## src/rtl/input_word_unpacker_pkg.sv

```systemverilog
// Shared input-layer definitions: FSM state encodings, sample mode constants
// and the per-mode lane count derived from the memory word width.
package input_word_unpacker_pkg;

  typedef enum logic [1:0] {
    ST_IDLE = 2'd0,
    ST_LOAD = 2'd1,
    ST_EMIT = 2'd2,
    ST_DONE = 2'd3
  } state_t;

  localparam logic MODE_INT8 = 1'b1;
  localparam logic MODE_FP16 = 1'b0;

  // Number of INT8 samples packed in one word.
  function automatic int lanes_int8(input int word_w);
    return word_w / 8;
  endfunction

  // Number of FP16 samples packed in one word.
  function automatic int lanes_fp16(input int word_w);
    return word_w / 16;
  endfunction

  // Lane index width; sized for the larger (INT8) lane count.
  function automatic int lane_idx_w(input int word_w);
    return (word_w / 8 > 1) ? $clog2(word_w / 8) : 1;
  endfunction

endpackage

```

## src/rtl/input_word_unpacker_lane_select.sv

```systemverilog
// Combinational lane mux: picks one byte (sign-extended) or one half-word
// out of the held memory word according to lane index and mode.
module input_lane_select
  import input_word_unpacker_pkg::*;
#(
  parameter int WORD_W = 64,
  parameter int LANE_W = 3
) (
  input  logic [WORD_W-1:0] word,
  input  logic [LANE_W-1:0] lane,
  input  logic              mode_int8,
  output logic [15:0]       sample
);

  // Two's-complement widening of an INT8 byte to 16 bits.
  function automatic logic signed [15:0] sign_ext8(input logic signed [7:0] b);
    logic signed [15:0] r;
    r = b;
    return r;
  endfunction

  // Select the addressed lane; INT8 lanes are bytes, FP16 lanes are half-words.
  always_comb begin
    sample = '0;
    if (mode_int8 == MODE_INT8) begin
      for (int i = 0; i < WORD_W / 8; i++) begin
        if (lane == LANE_W'(i)) sample = sign_ext8(word[i*8 +: 8]);
      end
    end else begin
      for (int i = 0; i < WORD_W / 16; i++) begin
        if (lane == LANE_W'(i)) sample = word[i*16 +: 16];
      end
    end
  end

endmodule

```

## src/rtl/input_word_unpacker.sv

```systemverilog
// Input-layer fetch stage: accepts wide memory words over valid/ready and
// serialises them into one 16-bit sample per cycle for int2float16, tagging
// each sample with the cast flag and counting samples per frame.
module input_word_unpacker
  import input_word_unpacker_pkg::*;
#(
  parameter int WORD_W = 64,
  parameter int LEN_W  = 16
) (
  input  logic              clk,
  input  logic              reset_n,
  input  logic              frame_start,
  input  logic [LEN_W-1:0]  frame_len,
  input  logic              mode_int8,
  input  logic              word_valid,
  input  logic [WORD_W-1:0] word_data,
  output logic              word_ready,
  input  logic              out_ready,
  output logic              sample_valid,
  output logic [15:0]       sample_data,
  output logic              sample_cast,
  output logic              frame_done,
  output logic              busy
);

  localparam int LANE_W    = lane_idx_w(WORD_W);
  localparam int LANES_I8  = lanes_int8(WORD_W);
  localparam int LANES_F16 = lanes_fp16(WORD_W);

  state_t state, state_next;

  logic [WORD_W-1:0] hold_p0;
  logic [LANE_W-1:0] lane_p0;
  logic [LEN_W-1:0]  remaining_p0;
  logic              mode_p0;

  logic [LANE_W-1:0] lane_max;
  logic              take;
  logic              accept;
  logic              last_lane;
  logic              last_sample;

  assign lane_max    = (mode_p0 == MODE_INT8) ? LANE_W'(LANES_I8 - 1) : LANE_W'(LANES_F16 - 1);
  assign take        = sample_valid & out_ready;
  assign accept      = word_valid & word_ready;
  assign last_lane   = (lane_p0 == lane_max);
  assign last_sample = (remaining_p0 == LEN_W'(1));
  assign sample_cast = mode_p0;

  input_lane_select #(
    .WORD_W (WORD_W),
    .LANE_W (LANE_W)
  ) u_lane_select (
    .word      (hold_p0),
    .lane      (lane_p0),
    .mode_int8 (mode_p0),
    .sample    (sample_data)
  );

  // State register; reset aborts any frame in progress without a done pulse.
  always_ff @(posedge clk) begin
    if (!reset_n) state <= ST_IDLE;
    else          state <= state_next;
  end

  // Next-state decode.
  always_comb begin
    state_next = state;
    case (state)
      ST_IDLE: begin
        if (frame_start) state_next = (frame_len != '0) ? ST_LOAD : ST_DONE;
      end
      ST_LOAD: begin
        if (word_valid) state_next = ST_EMIT;
      end
      ST_EMIT: begin
        if (take) begin
          if (last_sample)    state_next = ST_DONE;
          else if (last_lane) state_next = word_valid ? ST_EMIT : ST_LOAD;
        end
      end
      ST_DONE: state_next = ST_IDLE;
      default: state_next = ST_IDLE;
    endcase
  end

  // Output decode; word_ready in EMIT only on the take of the last lane with
  // samples still to come, so the next word follows without a bubble.
  always_comb begin
    sample_valid = 1'b0;
    word_ready   = 1'b0;
    frame_done   = 1'b0;
    busy         = 1'b0;
    case (state)
      ST_LOAD: begin
        word_ready = 1'b1;
        busy       = 1'b1;
      end
      ST_EMIT: begin
        sample_valid = 1'b1;
        busy         = 1'b1;
        word_ready   = out_ready & last_lane & ~last_sample;
      end
      ST_DONE: frame_done = 1'b1;
      default: ;
    endcase
  end

  // Holding register, lane index, remaining count and latched mode.
  always_ff @(posedge clk) begin
    if (!reset_n) begin
      hold_p0      <= '0;
      lane_p0      <= '0;
      remaining_p0 <= '0;
      mode_p0      <= 1'b0;
    end else begin
      if (state == ST_IDLE && frame_start) begin
        remaining_p0 <= frame_len;
        mode_p0      <= mode_int8;
      end
      if (take) begin
        remaining_p0 <= remaining_p0 - LEN_W'(1);
        if (!last_lane) lane_p0 <= lane_p0 + LANE_W'(1);
      end
      // A newly accepted word always restarts at lane 0.
      if (accept) begin
        hold_p0 <= word_data;
        lane_p0 <= '0;
      end
    end
  end

endmodule

```

## config.mk

```make
export PLATFORM = sky130hd
export DESIGN_NAME = input_word_unpacker
export DESIGN_NICKNAME = d
export VERILOG_FILES = /design/src/rtl/input_word_unpacker_pkg.sv /design/src/rtl/input_word_unpacker_lane_select.sv /design/src/rtl/input_word_unpacker.sv
export SDC_FILE = /design/constraint.sdc
export NUM_CORES = 1
export LEC_CHECK = 0
export BUFFER_PORTS_ARGS = -buffer_cell sky130_fd_sc_hd__buf_2
export CORE_ASPECT_RATIO = 1.4
export CORE_MARGIN = 2
export CORE_UTILIZATION = 50
export CTS_CLUSTER_SIZE = 30
export DETAILED_ROUTE_END_ITERATION = 7
export HOLD_SLACK_MARGIN = 0.05
export PLACE_DENSITY_LB_ADDON = 0.25
export SLEW_MARGIN = 20
export SYNTH_ARGS = -nofsm -noshare
export SYNTH_HDL_FRONTEND = slang
export SYNTH_HIERARCHICAL = 1
export SYNTH_SLANG_ARGS = --single-unit
```

## constraint.sdc

```tcl
create_clock -name clk -period 5.8 [get_ports clk]
set_input_delay 0.87 -clock clk [delete_from_list [all_inputs] [get_ports clk]]
set_output_delay 0.87 -clock clk [all_outputs]
set_load 0.01 [all_outputs]
```

==> results.md, run 1 <==
Run status:
- The flow ran to the end, and the final reports show no timing, DRC or antenna violations.

Detailed routing:
- The vias after detailed routing is 4884.
- The final antenna-violating net count is 0.
- In this run, the number of DRC markers left after iteration 0 of detailed routing was 382.
- The post-route DRC violation count is 0.
- The per-cell routed wire length is 17.3 µm.
- The average via count per standard cell is 5.90.
- The routed design has 14.3 mm of wire.
- For this run, the detailed router's first-pass iteration total came to 5.

Run:
- The number of maximum-capacitance violations is 0.

Layout:
- Leaving out fill and tap cells, the most frequent cell in the layout is buf_2.
- The ratio of cells with drive above 1 in the final layout is 23.4%.
- The cell area after layout is 5790 µm².
- The net total in the final layout is 782.
- 0 antenna diodes ended up in the layout.
- The post-route core utilization is 59.1%.
- The top cell types in the final layout, fill and taps aside, are buf_2 (105), nand2_1 (84), o21ai_0 (83), dfxtp_1 (83), nand3_1 (71).
- The area used by sequential logic in the layout is 1730 µm².
- From synthesis to final layout, the design area changed by 16.6%.
- The multi-input combinational cells in the finished layout cover a total of 2960 µm².
- The number of filler instances in the final layout is 917.

Timing:
- The post-layout minimum cycle time is 3.50 ns.
- The slew of the pin with the lowest slew margin is 1.05 ns.
- In the finished design, the share of the clock period the worst path needs comes to 60.4%.
- The total of endpoints with negative setup slack in the final report is 0.
- The worst-case setup margin in the final layout is 2.30 ns.
- Setup repair after global routing left no endpoint under its margin.
- Headroom to the max-slew limit came out at 30.2%.
- The hold violation total from the final report came to 0.
- The total count of max-transition violations in the final report is 0.
- The highest achievable clock rate is 285 MHz.
- The total negative slack for setup checks is 0 ns.
- Clock skew on the completed layout was measured at 0.00785 ns.

Yosys:
- After synthesis the cells add up to 4970 µm².
- The count of yosys warnings during synthesis is 6.
- The predominant post-synthesis flop cell is dfxtp_1.
- Sorting the synthesized cells by area gives the leading types as dfxtp_1 (35%), o21ai_0 (8.4%), nand3_1 (7.2%).
- The gate count after technology mapping is 624.
- The top-area cell type share of the netlist area is 34.7%.
- The post-synthesis area per instance is 7.96 µm².
- The post-synthesis cell type count is 60.
- In this run, synthesis inferred 0 flip-flops with an integrated enable.
- The synthesized design contains 86 register bits.
- After synthesis, the share of flip-flops with an asynchronous set or reset is 0%.
- The dominant cell type by area after synthesis is dfxtp_1.
- For this run, the register share of the synthesized area comes to 34.7%.
- The net count after synthesis is 718.

Clocking:
- The H-tree level count is 3.
- Clock-pin slew was measured on the worst setup and hold paths at 0.06 ns.
- Clock latency on the worst-skew pair, taken at its later pin, is 0.34 ns.
- In this run the deepest clock path goes through 2 buffers.
- The number of clock buffers inserted by TritonCTS is 9.
- In this run, post-CTS repair resized a total of 0 instances.
- The count of clock tree sinks is 86.
- The clock tree from TritonCTS is built.
- The root buffer selected by CTS is clkbuf_16.
- The number of setup buffers added after CTS is 0.
- The hold buffer count at CTS is 0.

Global route:
- The layer with the highest usage is met2.
- The met1 capacity usage during global routing is 30.8%.
- The number of global-route vias before repair is 4497.
- Global routing consumed, on the met3 layer, 4.67% of the routing resources.
- The total routing usage reported by global routing is 26.9%.
- The largest net degree at the start of global routing is 129.
- Global routing finished with a remaining overflow of 0.
- The first global-routing pass estimated 22.1 mm of wire.
- In the global route stage, met2 resource usage came out at 46.8%.
- The number of antenna violations at the first check in global routing was 0.

Setup path:
- The kind of start point of the critical path is a flip-flop.
- The worst setup path is captured at a primary output.
- The startpoint of the lowest-slack register-to-register path is lane_p0[1]$_SDFFE_PP0P_.
- Data on the critical path is required at its endpoint by 4.93 ns.
- The critical path in this run is classified as reg -> out.
- The endpoint of the worst-slack reg-to-reg timing path is hold_p0[3]$_SDFFE_PN0P_.
- The maximum fanout encountered on the critical timing path is 55.
- The register-to-register setup slack is 2.64 ns.
- The number of cells on the worst reg-to-reg path is 6.
- The critical path data arrival time is 2.63 ns.

Hold path:
- The path with the worst hold slack has its endpoint at hold_p0[38]$_SDFFE_PN0P_.
- The path class of the tightest hold or removal check is reg -> reg.
- The startpoint identified for the worst hold timing path is hold_p0[38]$_SDFFE_PN0P_.
- The worst hold path passes through 2 cells.

Place:
- Before CTS, the worst setup slack after placement is 2.56 ns.
- Buffers placed on the I/O ports in this run total 106.
- At the end of routability-driven placement, the weighted congestion stood at 0.964.
- The total placed instance area is 5440 µm².
- Detailed placement ended at an HPWL of 10.7 mm.

Floorplanning:
- The die outline height is 122 µm.
- The area of the core is 9790 µm².
- Row generation in the floorplan step produced 43 rows.
- The area of the die is 10800 µm².
- The horizontal die dimension is 88.2 µm.
- The starting utilization of the core area is 50.7%.
- 107 I/O pins were placed.

Power and ir drop:
- For this design the static power due to leakage is 2.07 nW.
- The areal power density over the cells is 355 nW/µm².
- Across the VDD grid, the largest voltage drop is 0.316 mV.
[registers in the layout, indices dropped and copies added, names as in the netlist]
name and cells:
lane_p0 3, sample_cast 1, state 2, remaining_p0 16, hold_p0 64
[power breakdown]
| group | internal, mW | switching (mW) |
|---|---|---|
| sequential | 0.668 | 0.113 |
| combinational | 0.252 | 0.343 |
| clock | 0.436 | 0.242 |
[area by class of cell]
cell class / instances / share of cell area, %
Multi-Input combinational cell: 474 / 51.0
Sequential cell: 86 / 29.8
Clock buffer: 10 / 4.13
Timing Repair Buffer: 109 / 9.59
Tap cell: 135 / 2.92
Inverter: 8 / 0.518
Clock inverter: 6 / 2.01
[logic make-up (layout without fill, tap and decap cells)]
group                    Yosys count  in the layout  share of synthesized area, %
AO/OA/AOI/OAI                    198            198                          25.1
AND/OR/NAND/NOR                  236            236                          23.5
XOR/XNOR                           4              4                         0.706
adder cells (fa/ha/maj)            8              8                          2.02
multiplexers                      28             28                          7.94
flip-flops                        86             86                          34.7
buffers and inverters             64            133                          6.07
[worst max path at each step]
stage                       startpoint                       to  slack (ns)  cells after the start
2_1_floorplan                out_ready               word_ready        3.37                      5
3_3_place_gp                 out_ready  hold_p0[3]$_SDFFE_PN0P_        2.60                      7
3_5_place_dp                 out_ready  hold_p0[3]$_SDFFE_PN0P_        2.56                      7
4_1_cts        lane_p0[1]$_SDFFE_PP0P_           sample_data[4]        2.32                      5
5_1_grt        lane_p0[0]$_SDFFE_PP0P_           sample_data[8]        2.06                      5
6_report       lane_p0[1]$_SDFFE_PP0P_          sample_data[12]        2.30                      5
[worst max-delay path, cell delays in order (launching register included)]
cell      delay [ns]
dfxtp_2         1.02
and2_0          0.49
nand2b_1        0.28
o211ai_1        0.25
o41ai_1         0.10
buf_2           0.15
[synth_stat cells, types with 3 or more instances]
library cell  instances
a211oi_1              3
a21boi_0              7
a21oi_1              27
a22oi_1               3
a31oi_1              10
buf_1                10
buf_2                 9
buf_4                 7
clkbuf_1             28
dfxtp_1              86
ha_1                  8
inv_1                 7
mux2_2               11
mux2i_1               9
mux4_2                8
nand2_1              84
nand2b_1             12
nand3_1              71
nand3b_1             16
nor2_1               18
nor3_1                9
nor4_1                4
o211ai_1             12
o21ai_0              83
o22a_1                8
o22ai_1               7
o2bb2ai_1             7
o311ai_0              3
o41ai_1              10
or3_1                 4
or3_2                 3
xnor2_1               3
[routing by layer]
metal | part of all wire (%) | vias to the layer above | wire length (µm)
li1 | - | 2431 | -
met3 | 5.4 | 37 | 776
met4 | 4.3 | 0 | 614
met1 | 40 | 2233 | 5680
met2 | 51 | 183 | 7250
met5 | 0 | - | 0
[through the flow]
stage          instances  hold WS (ns)  total power, mW
2_1_floorplan        624         0.440             1.19
3_3_place_gp         812         0.461             1.36
3_5_place_dp         812         0.472             1.38
4_1_cts              828         0.482             2.06
5_1_grt              828         0.497             2.17
6_report             828         0.478             2.05
Power figures use the tool's default switching activity.
==> run 2, diff against run 1 <==
ABC_AREA = 1   (was default)
clock period = 3.35 ns   (was 5.8 ns; I/O delays follow)
==> run 2 against run 1 <==
Net effect:
- flip-flop and latch count is the same
- cell count grew 53%
- via count grew 31%
- worst hold slack lost 0.029 ns
- critical path depth grew 3
- die area grew 21%
- critical path type unchanged
- count of clock-buffer cells in the layout grew 2
- routed wire length grew 21%
- final area grew 18%
- largest cell class unchanged
- combinational power grew to 3.3 times the previous value
- first-iteration DRC count grew 48%
- clock skew shrank 0.0015 ns
==> results.md, run 2 <==
Run status:
- The flow ran to the end, and the final reports show no timing, DRC or antenna violations.

Timing:
- The post-layout minimum cycle time is 3.08 ns.
- The ratio of final minimum period to clock period is 91.9%.
- The highest achievable clock rate is 325 MHz.
- The final clock skew is 0.00637 ns (-0.00148 ns).
- The hold violation total from the final report is 0 (unchanged).
- The total negative slack for setup checks is 0 ns (unchanged).
- The normalized max-slew margin is 48.4% (+18 points).
- Setup repair after global routing left no endpoint under its margin.
- The total count of max-transition violations in the final report came to 0 (unchanged).
- The total of endpoints with negative setup slack in the final report is 0 (unchanged).
- The slew of the pin with the lowest slew margin is 0.773 ns (-0.274 ns).

Detailed routing:
- The average via count per standard cell was 5.07 (-14%).
- The vias after detailed routing is 6414 (+31%).
- The final antenna-violating net count is 0 (unchanged).
- The top routing layer in use is met4.
- The post-route DRC violation count is 0 (unchanged).
- The number of optimization iterations in the first detailed-route pass came to 7 (+2).
- The total routed wirelength is 17.3 mm (+21%).
- The per-cell routed wire length was 13.6 µm (-21%).
- The routed length on met1 is 6.67 mm (+17%).
- The detailed-routed wire length on met3 is 1.08 mm (+39%).
- The number of DRC violations after detailed-routing iteration 0 was 564 (+48%).
- The amount of wire on met2 after detailed routing is 8.89 mm (+23%).

Yosys:
- The net count after synthesis was 1130 (+57%).
- The top-area cell type share of the netlist area is 28.5% (-6.1 points).
- dfxtp_1 takes more of the synthesized area than any other cell.
- The number of synthesized flops with an enable pin is 0 (unchanged).
- The count of yosys warnings during synthesis was 6 (unchanged).
- The most repeated cell in the gate-level netlist after synthesis is nand2_1.
- The netlist area before placement is 6030 µm² (+21%).
- The proportion of synthesized flip-flops having asynchronous set or reset was 0% (unchanged).
- The gate count after technology mapping was 1036 (+66%).
- The predominant post-synthesis flop cell is dfxtp_1.
- The post-synthesis sequential area ratio is 28.5% (-6.1 points).
- After synthesis, the most frequently instantiated cells are nand2_1 (271), inv_1 (249), nor2_1 (121).
- Yosys attributes the largest share of cell area to dfxtp_1 (29%), nand2_1 (17%), inv_1 (15%).
- The post-synthesis area per instance is 5.82 µm² (-27%).
- The number of storage elements in the synthesis netlist was 86 (unchanged).
- The post-synthesis cell type count was 36 (-40%).

Run:
- The number of maximum-capacitance violations is 0 (unchanged).

Setup path:
- The kind of start point of the critical path is a flip-flop.
- The endpoint of the worst-slack reg-to-reg timing path is hold_p0[35]$_SDFFE_PN0P_.
- The length in cells of the worst reg-to-reg path is 9 (+3).
- The register-to-register setup slack is 0.86 ns (-1.78 ns).
- The largest stage delay on the critical path came to 0.49 ns (-0.53 ns).
- The number of logic stages on the critical path including buffering is 8 (+3).
- The startpoint of the lowest-slack register-to-register path is lane_p0[0]$_SDFFE_PP0P_.
- The cell class contributing the biggest share of worst-path delay is buffers and inverters.
- By instance count, the cell type seen most on the critical path is nand2_1.
- The maximum fanout encountered on the critical timing path is 19 (-65%).
- Walking the worst path, the cells encountered are inv_1, nand3_1, inv_1, nand2_1, nand4_1, nand2_1, nand2_1, buf_2.
- The critical path data arrival time was 2.58 ns (-0.05 ns).
- The critical path is of the reg -> out type.
- The sum of buffers and inverters on the critical path came to 3 (+2).
- The required time at the worst-slack endpoint is 2.85 ns (-2.08 ns).
- Tracing the worst setup path back leads to its startpoint at lane_p0[2]$_SDFFE_PP0P_.
- In this run the worst setup path terminates at sample_data[2].
- The capturing element type of the critical path is a primary output.
- The cell with the largest stage delay on the worst path is nand3_1.

Layout:
- The register with the most flip-flops is hold_p0.
- The number of filler instances in the final layout is 1271 (+39%).
- The final antenna diode count is 0 (unchanged).
- The flip-flop count of the largest register, all copies and words added is 64 (unchanged).
- The area overhead of the layout relative to synthesis is 13.7%.
- The area used by sequential logic in the layout is 1720 µm² (-0.22%).
- The count of non-filler cells in the finished layout was 1265 (+53%).
- The most common cell after layout, fill and taps aside is nand2_1.
- The ratio of cells with drive above 1 in the final layout is 13.6% (-9.8 points).
- The top cell types in the final layout, fill and taps aside, are nand2_1 (271), inv_1 (249), nor2_1 (121).
- The largest registers in the layout are hold_p0 x64, remaining_p0 x16, lane_p0 x3.
- The area of the multi-input gates was 3030 µm² (+2.5%).
- The net total in the final layout is 1207 (+54%).

Global route:
- The first-pass GRT wire length came to 28.6 mm (+30%).
- The largest net degree at the start of global routing is 68 (-47%).
- The total routing usage reported by global routing was 26.9% (+0.028 points).
- The sum of overflow across all layers after global routing is 0 (unchanged).
- The number of antenna violations at the first check in global routing was 0 (unchanged).
- The number of global-route vias before repair was 6156 (+37%).

Clocking:
- The number of post-CTS setup repair buffers came to 0 (unchanged).
- The clock latency on the worst-skew pair was 0.34 ns (about the same).
- The H-tree level count is 3 (unchanged).
- The count of clock tree sinks came to 86 (unchanged).
- The number of clock buffers inserted by TritonCTS is 9 (unchanged).
- The clock tree from TritonCTS is built.
- The clock-pin slew of the registers on the worst-case setup and hold paths is 0.06 ns (about the same).
- The post-cts sizing count is 0 (unchanged).
- The maximum clock insertion buffer count is 2 (unchanged).
- The root buffer selected by CTS is clkbuf_16.
- The hold buffer count at CTS came to 0 (unchanged).

Hold path:
- In this run the worst hold path is classified as in -> reg.
- The number of instances on the worst hold path came to 3 (+1).

Place:
- The final weighted congestion in routability-driven placement is 1.01 (+4.9%).
- The quantity of I/O buffers inserted on ports was 106 (unchanged).
- The placed cell count came to 1249 (+54%).
- The half-perimeter wire length after detailed placement is 13.0 mm (+22%).

Floorplanning:
- The number of placement rows came to 47 (+9.3%).
- The starting utilization of the core area is 51.0% (+0.31 points).
- The number of top-level pins is 107 (unchanged).
- The area of the die is 13000 µm² (+21%).
- The die outline height was 134 µm (+9.9%).
- The horizontal die dimension was 96.8 µm (+9.7%).
- The area of the core came to 11800 µm² (+21%).

Power and ir drop:
- The maximum ir drop on the vdd rail is 0.494 mV (+57%).
- The power consumption is 4.50 mW (+120%).
- The areal power density over the cells is 657 nW/µm² (+85%).
- The leakage power is 3.62 nW (+75%).
==> run 2: cell types whose count changed in the layout (fill, tap and decap cells not counted), moves of 12 or more <==
cell / previous run / this run
nand3b_1: 16 / 2
nand2b_1: 12 / 0
nand4_1: 2 / 98
nand2_1: 84 / 271
o21ai_0: 83 / 27
inv_1: 7 / 249
nand3_1: 71 / 44
nor2_1: 18 / 121
==> run 2: worst min path at each step <==
stage | from | end | slack [ns]
after floorplan | remaining_p0[4]$_SDFFE_PN0P_ | remaining_p0[4]$_SDFFE_PN0P_ | 0.47
after global placement | remaining_p0[9]$_SDFFE_PN0P_ | remaining_p0[9]$_SDFFE_PN0P_ | 0.49
after detailed placement | remaining_p0[9]$_SDFFE_PN0P_ | remaining_p0[9]$_SDFFE_PN0P_ | 0.50
after CTS | frame_len[3] | remaining_p0[3]$_SDFFE_PN0P_ | 0.44
after global routing | frame_len[4] | remaining_p0[4]$_SDFFE_PN0P_ | 0.45
final | frame_len[5] | remaining_p0[5]$_SDFFE_PN0P_ | 0.45
==> run 2: final cells by class <==
| cell class | count | share of cell area (%) |
|---|---|---|
| timing repair buffer | 119 | 9.34 |
| sequential | 86 | 25.1 |
| clock inverter | 4 | 1.39 |
| multi-input combinational | 644 | 44.2 |
| tap | 147 | 2.68 |
| inverter | 253 | 13.8 |
| clock buffer | 12 | 3.45 |
==> run 2: stage by stage <==
step	utilization (%)	hold slack [ns]	cell area [µm²]	setup WS [ns]
after floorplan	-	0.471	6030	1.15
after global placement	55.2	0.493	6530	0.787
after detailed placement	55.2	0.498	6530	0.755
after CTS	58.0	0.441	6860	0.383
after global routing	58.0	0.455	6860	0.0967
final	58.0	0.449	6860	0.271
==> run 2: cells by family (layout without fill, tap and decap cells) <==
| logic type | count (synthesis) | in the layout | synth area share [%] |
|---|---|---|---|
| simple gates | 553 | 553 | 40.7 |
| compound gates | 79 | 79 | 7.26 |
| buf+inv | 306 | 388 | 21.2 |
| xor+xnor | 4 | 4 | 0.581 |
| fa+ha+maj | 8 | 8 | 1.66 |
| flops | 86 | 86 | 28.5 |
==> run 2: where the power goes <==
part / internal (mW) / leakage [nW] / total (mW) / switching, mW
clock network: 0.729 / 0.161 / 1.13 / 0.405
registers: 1.23 / 0.699 / 1.42 / 0.195
logic: 0.628 / 2.76 / 1.95 / 1.32
total: 2.58 / 3.62 / 4.50 / 1.92
==> run 2: worst reg2reg max path, delay by kind of cell, from the launching register on <==
family	cells	cell delay (ns)
flops	1	0.73
fa+ha+maj	1	0.31
simple gates	7	0.86
buf+inv	1	0.50
==> run 2: layer usage <==
layer,global-route usage [%],vias to the layer above
met2,50.3,239
met1,29.3,2800
li1,-,3328
met5,0,-
met3,4.90,47
met4,12.1,0
